### src/rtl/request_encoder_16to4.sv
// Latches 16 request lines into sticky pending bits and presents one selected request
// per transfer as a registered binary index plus its one-hot image, under valid/ready.
module request_encoder_16to4 #(
    parameter int NUM_REQ     = 16,
    parameter int IDX_W       = 4,
    parameter int ROUND_ROBIN = 0
) (
    input  logic               clock,
    input  logic               reset_n,
    input  logic [NUM_REQ-1:0] req_bits,
    input  logic               flush,
    input  logic               out_ready,
    output logic               out_valid,
    output logic [IDX_W-1:0]   out_index,
    output logic [NUM_REQ-1:0] out_onehot,
    output logic [NUM_REQ-1:0] pending_bits,
    output logic               busy
);

    localparam logic [0:0] S_EMPTY = 1'b0;
    localparam logic [0:0] S_FULL  = 1'b1;

    logic [0:0]         state_q, state_d;
    logic [IDX_W-1:0]   idx_q, idx_d;
    logic [IDX_W-1:0]   rr_ptr_q, rr_ptr_d;
    logic [NUM_REQ-1:0] pend_q, pend_d;
    logic [NUM_REQ-1:0] onehot_q, onehot_d;
    logic [NUM_REQ-1:0] cand;
    logic [NUM_REQ-1:0] sel_oh;
    logic [IDX_W-1:0]   sel;
    logic               load;

    function automatic logic [IDX_W-1:0] pick_fixed(input logic [NUM_REQ-1:0] c);
        logic [IDX_W-1:0] r;
        r = '0;
        for (int i = 0; i < NUM_REQ; i++) begin
            if (c[i]) r = IDX_W'(i);
        end
        return r;
    endfunction

    // Scan starts one past the last grant and wraps, so the last winner goes to the back.
    function automatic logic [IDX_W-1:0] pick_rr(input logic [NUM_REQ-1:0] c,
                                                 input logic [IDX_W-1:0]   ptr);
        logic [IDX_W-1:0] r;
        logic [IDX_W-1:0] idx;
        logic             found;
        r     = '0;
        found = 1'b0;
        for (int k = 1; k <= NUM_REQ; k++) begin
            idx = IDX_W'((int'(ptr) + k) % NUM_REQ);
            if (!found && c[idx]) begin
                r     = idx;
                found = 1'b1;
            end
        end
        return r;
    endfunction

    function automatic logic [NUM_REQ-1:0] decode(input logic [IDX_W-1:0] idx);
        logic [NUM_REQ-1:0] r;
        r      = '0;
        r[idx] = 1'b1;
        return r;
    endfunction

    always_comb begin
        cand = pend_q | req_bits;
        if (ROUND_ROBIN != 0) sel = pick_rr(cand, rr_ptr_q);
        else                  sel = pick_fixed(cand);
        sel_oh = decode(sel);
        load   = (cand != '0) && ((state_q == S_EMPTY) || out_ready);

        state_d  = state_q;
        idx_d    = idx_q;
        rr_ptr_d = rr_ptr_q;
        pend_d   = cand;
        onehot_d = onehot_q;

        if (flush) begin
            state_d  = S_EMPTY;
            pend_d   = '0;
            onehot_d = '0;
            rr_ptr_d = '1;
        end else if (load) begin
            // A request arriving with its own selection is removed here, so it is served once.
            state_d  = S_FULL;
            idx_d    = sel;
            onehot_d = sel_oh;
            pend_d   = cand & ~sel_oh;
            rr_ptr_d = sel;
        end else if ((state_q == S_FULL) && out_ready) begin
            state_d  = S_EMPTY;
            onehot_d = '0;
        end
    end

    always_ff @(posedge clock or negedge reset_n) begin
        if (!reset_n) begin
            state_q  <= S_EMPTY;
            idx_q    <= '0;
            rr_ptr_q <= '1;
            pend_q   <= '0;
            onehot_q <= '0;
        end else begin
            state_q  <= state_d;
            idx_q    <= idx_d;
            rr_ptr_q <= rr_ptr_d;
            pend_q   <= pend_d;
            onehot_q <= onehot_d;
        end
    end

    assign out_valid    = (state_q == S_FULL);
    assign out_index    = idx_q;
    assign out_onehot   = onehot_q;
    assign pending_bits = pend_q;
    assign busy         = (state_q == S_FULL) || (pend_q != '0);

endmodule
### config.mk
export PLATFORM = sky130hd
export DESIGN_NAME = request_encoder_16to4
export DESIGN_NICKNAME = d
export VERILOG_FILES = /design/src/rtl/request_encoder_16to4.sv
export SDC_FILE = /design/constraint.sdc
export NUM_CORES = 1
export LEC_CHECK = 0
export ABC_CLOCK_PERIOD_IN_PS = 3800
export CAP_MARGIN = 20
export CORE_MARGIN = 8
export CORE_UTILIZATION = 50
export CTS_CLUSTER_SIZE = 28
export DETAILED_ROUTE_END_ITERATION = 16
export PLACE_DENSITY_LB_ADDON = 0.2
export REMOVE_ABC_BUFFERS = 1
export SYNTH_ARGS = -nofsm -noshare
export SYNTH_HDL_FRONTEND = slang
export SYNTH_SLANG_ARGS = --single-unit
export TNS_END_PERCENT = 50
### constraint.sdc
create_clock -name clock -period 3.8 [get_ports clock]
set_input_delay 0.76 -clock clock [delete_from_list [all_inputs] [get_ports clock]]
set_output_delay 0.76 -clock clock [all_outputs]
set_load 0.1 [all_outputs]
==> results.rst <==
.. list-table::
   :header-rows: 1

   * - Metric
     - Value
   * - Worst-path cell with the longest stage delay
     - sky130_fd_sc_hd__nor4_1
   * - Total number of vias
     - roughly 1,900
   * - Residual DRC
     - 0
   * - Final-report setup violation count
     - 0
   * - Sort of element at the end of the critical path
     - primary output
   * - Max Clock Freq
     - ~0.35 GHz
   * - Die Y
     - ~78 µm
   * - Synthesis-to-layout area growth
     - 39.3%
   * - Number of antenna cells inserted
     - 0
   * - Number of gates resized after CTS
     - 0
   * - Most common cell in the netlist
     - sky130_fd_sc_hd__dfrtp_1
   * - Number of core rows
     - 22
   * - Clock root buffer
     - sky130_fd_sc_hd__clkbuf_8
   * - Number of H-tree levels
     - 2
   * - Internal power
     - 703 µW
   * - Worst Path Required
     - about 3 ns
   * - Number of enable flip-flop cells after synthesis
     - 0
   * - Final-report max-slew violation count
     - 0
   * - Buffering stage count on the worst path with inverters included
     - 1
   * - Critical path startpoint category
     - flip-flop
   * - Static leakage power
     - about 0.0011 µW
   * - Launching instance or port of the critical path
     - pending_bits[8]
   * - Period Utilization, post-route
     - 0.748
   * - WL met1
     - approximately 2.4 mm
   * - IO buf count
     - 57
   * - Slew margin rel.
     - 0.321
   * - Worst stage delay on the critical path
     - ~0.46 ns
   * - Later-pin clock latency in the skew report
     - between 0.2 and 0.3 ns
   * - Setup repair bufs after CTS
     - 0
   * - Final Hold Fails
     - 0
   * - Setup Total Neg Slack
     - 0 ns
   * - Remaining number of nets flagged by the antenna check after routing
     - 0
   * - Net switching power of the design
     - approximately 380 µW
   * - Critical hold path startpoint
     - out_onehot[15]
   * - Filler Cell Count
     - around 280
   * - Worst R2R Start
     - pending_bits[13]
   * - Area of all sequential standard cells
     - 926 µm²
   * - Overall die area
     - around 6000 µm²
   * - Global-route wire length before repair
     - 9.24 mm
   * - Tmin final
     - about 2.8 ns
   * - Top post-synthesis cells by count
     - sky130_fd_sc_hd__dfrtp_1, sky130_fd_sc_hd__nor2_1, sky130_fd_sc_hd__nand2_1
   * - Cts bufs inserted
     - 5
   * - Area of the core region
     - 3660 µm²
   * - GRT Residual Overflow
     - 0
   * - Flops & latches, synth
     - 37
   * - Net switching fraction of the power
     - 0.350
   * - Unrepaired setup endpoints after global routing
     - no
   * - Die W
     - 77.6 µm
   * - Post-synth top area share
     - 0.488
   * - Cell count after synthesis
     - approximately 190
   * - Final weighted congestion of routability-driven global placement
     - approximately 0.94
   * - Routed wl met3
     - approximately 400 µm
   * - Routed length on met2
     - around 2.7 mm
   * - Power share of the clock group
     - 0.329
   * - Min-Delay Path Class
     - reg2reg
   * - Bufs on Longest Clock Path
     - 2
   * - Warnings, synthesis
     - 0
   * - Result of the run
     - finished clean
   * - Comb power frac
     - 0.271
   * - Max cap viols
     - 0
   * - CTS tree
     - built
   * - Count of hold-fix buffers inserted at cts
     - 0
   * - Post-synthesis area per instance
     - about 10 µm²
   * - Yosys top cell by area
     - sky130_fd_sc_hd__dfrtp_1
   * - Number of antenna violations at the first check in global routing
     - 0
   * - Main synth FF type
     - sky130_fd_sc_hd__dfrtp_1
   * - Via density
     - just over 6
   * - Number of DRC markers after the initial detailed-route iteration
     - between 100 and 150
   * - Highest layer used for signal routing
     - met4
   * - Syn Std Cell Area
     - between 1500 and 2000 µm²
   * - Final Skew
     - 0.00798 ns
   * - Proportion of synthesized flip-flops having asynchronous set or reset
     - 1.00
   * - Multi-input gate area
     - just over 900 µm²
   * - Total power divided by cell area
     - a little over 400 nW/µm²
   * - Register area share after synthesis
     - 0.488
   * - Final nets
     - approximately 270
   * - Worst-margin pin slew
     - slightly above 1 ns
   * - Synth area leaders
     - sky130_fd_sc_hd__dfrtp_1, sky130_fd_sc_hd__nor2_1, sky130_fd_sc_hd__nand2_1
   * - Share of final-layout standard cells stronger than drive strength 1
     - 0.103
   * - Kind of cell with the highest combined delay on the critical path
     - simple AND/OR/NAND/NOR gates
   * - Worst vdd ir
     - between 0.2 and 0.3 mV
   * - Part of the power in registers
     - 0.401
   * - Via count of the first global-routing pass
     - 1,930
   * - Number of sinks handled by clock tree synthesis
     - 37
   * - 1st-pass router iterations
     - 6
   * - WS Path Type
     - reg2out
   * - Netlist cell types
     - 46
   * - Maximum number of pins on one net before global-route repair
     - 38
   * - Drt wl/cell
     - approximately 19 µm
   * - CP cell instances
     - nor4_1 -> nand4_1 -> or4_1 -> buf_4
   * - Aggregate routed wire length
     - 5.62 mm
   * - Starting density of the core
     - 0.518
   * - Gr usage total
     - 0.187
   * - Maximum fanout count along the critical path
     - 6
   * - Clock transition at path regs
     - 0.07 ns
   * - Critical path data arrival time
     - about 2.1 ns
   * - Final worst-path setup slack
     - 0.957 ns
   * - Num ports
     - 58
   * - Setup slack after placement
     - just under 0.8 ns
   * - Hpwl dp
     - between 4 and 5 mm
==> worst min-delay path, stage by stage (launching register included) <==
cell and delay, ns:
sky130_fd_sc_hd__dfrtp_1 0.34, sky130_fd_sc_hd__nand2_1 0.06, sky130_fd_sc_hd__o21ai_2 0.05
==> worst paths after layout <==
check / slack, ns / to / depth (start not counted)
min in group asynchronous: 0.88 / pending_bits[10] / 2
max: 0.96 / busy / 4
min reg2reg: 0.48 / out_onehot[15] / 2
max reg2reg: 1.57 / out_onehot[11] / 6
min: 0.48 / out_onehot[15] / 2
max in group asynchronous: 2.58 / pending_bits[0] / 2
==> cell usage in the layout, fill, tap and decap left out, types with 5 or more instances in the layout <==
| master | instances |
|---|---|
| sky130_fd_sc_hd__nand3_1 | 6 |
| sky130_fd_sc_hd__nor4_1 | 8 |
| sky130_fd_sc_hd__dfrtp_1 | 37 |
| sky130_fd_sc_hd__o21ai_0 | 11 |
| sky130_fd_sc_hd__a211oi_1 | 6 |
| sky130_fd_sc_hd__nor3_1 | 5 |
| sky130_fd_sc_hd__clkdlybuf4s50_1 | 56 |
| sky130_fd_sc_hd__a311oi_1 | 5 |
| sky130_fd_sc_hd__or4_1 | 5 |
| sky130_fd_sc_hd__buf_4 | 5 |
| sky130_fd_sc_hd__a32o_1 | 5 |
| sky130_fd_sc_hd__nand2_1 | 17 |
| sky130_fd_sc_hd__clkbuf_8 | 6 |
| sky130_fd_sc_hd__nor2_1 | 27 |
==> per-layer routing <==
| metal | track usage | vias to the layer above |
|---|---|---|
| met5 | 0 | - |
| met4 | 0.0642 | 0 |
| met3 | 0.0530 | 18 |
| met2 | 0.311 | 101 |
| met1 | 0.225 | 883 |
| li1 | - | 851 |
==> layout make-up <==
type | count | area share
Clock inverter | 2 | 0.0142
Timing Repair Buffer | 61 | 0.226
Inverter | 2 | 0.00284
Sequential cell | 37 | 0.350
Clock buffer | 6 | 0.0313
Tap cell | 48 | 0.0227
Multi-Input combinational cell | 144 | 0.352
==> state kept, by name, summed over array words and instances (netlist names) <==
register	count
out_onehot	16
out_index	4
pending_bits	16
out_valid	1
==> stage by stage <==
step                hold WS [ns]   util  instance area, µm²  std cells  power (µW)
finish                     0.479  0.722                2640        300        1080
detailed placement         0.467  0.689                2520        292         732
CTS                        0.484  0.722                2640        300        1090
global placement           0.467  0.689                2520        292         730
global route               0.501  0.722                2640        300        1120
floorplan                  0.464      -                1860        183         631
==> kinds of logic (layout without fill, tap and decap cells) <==
family                 after synthesis  count (layout)  synth area share
AND/OR/NAND/NOR                     88              88             0.254
multiplexers                         2               2            0.0112
flip-flops                          37              37             0.488
buffers and inverters                8              71            0.0211
AO/OA/AOI/OAI                       54              54             0.226
==> power by group through the flow <==
stage                     Clock [µW]  Combinational (µW)  Sequential (µW)
after CTS                        360                 293              433
final                            355                 293              433
after global routing             377                 306              436
after global placement             0                 290              440
after floorplan                    0                60.6              570
after detailed placement           0                 292              440
Note: power is estimated with default switching activity, not from simulation.
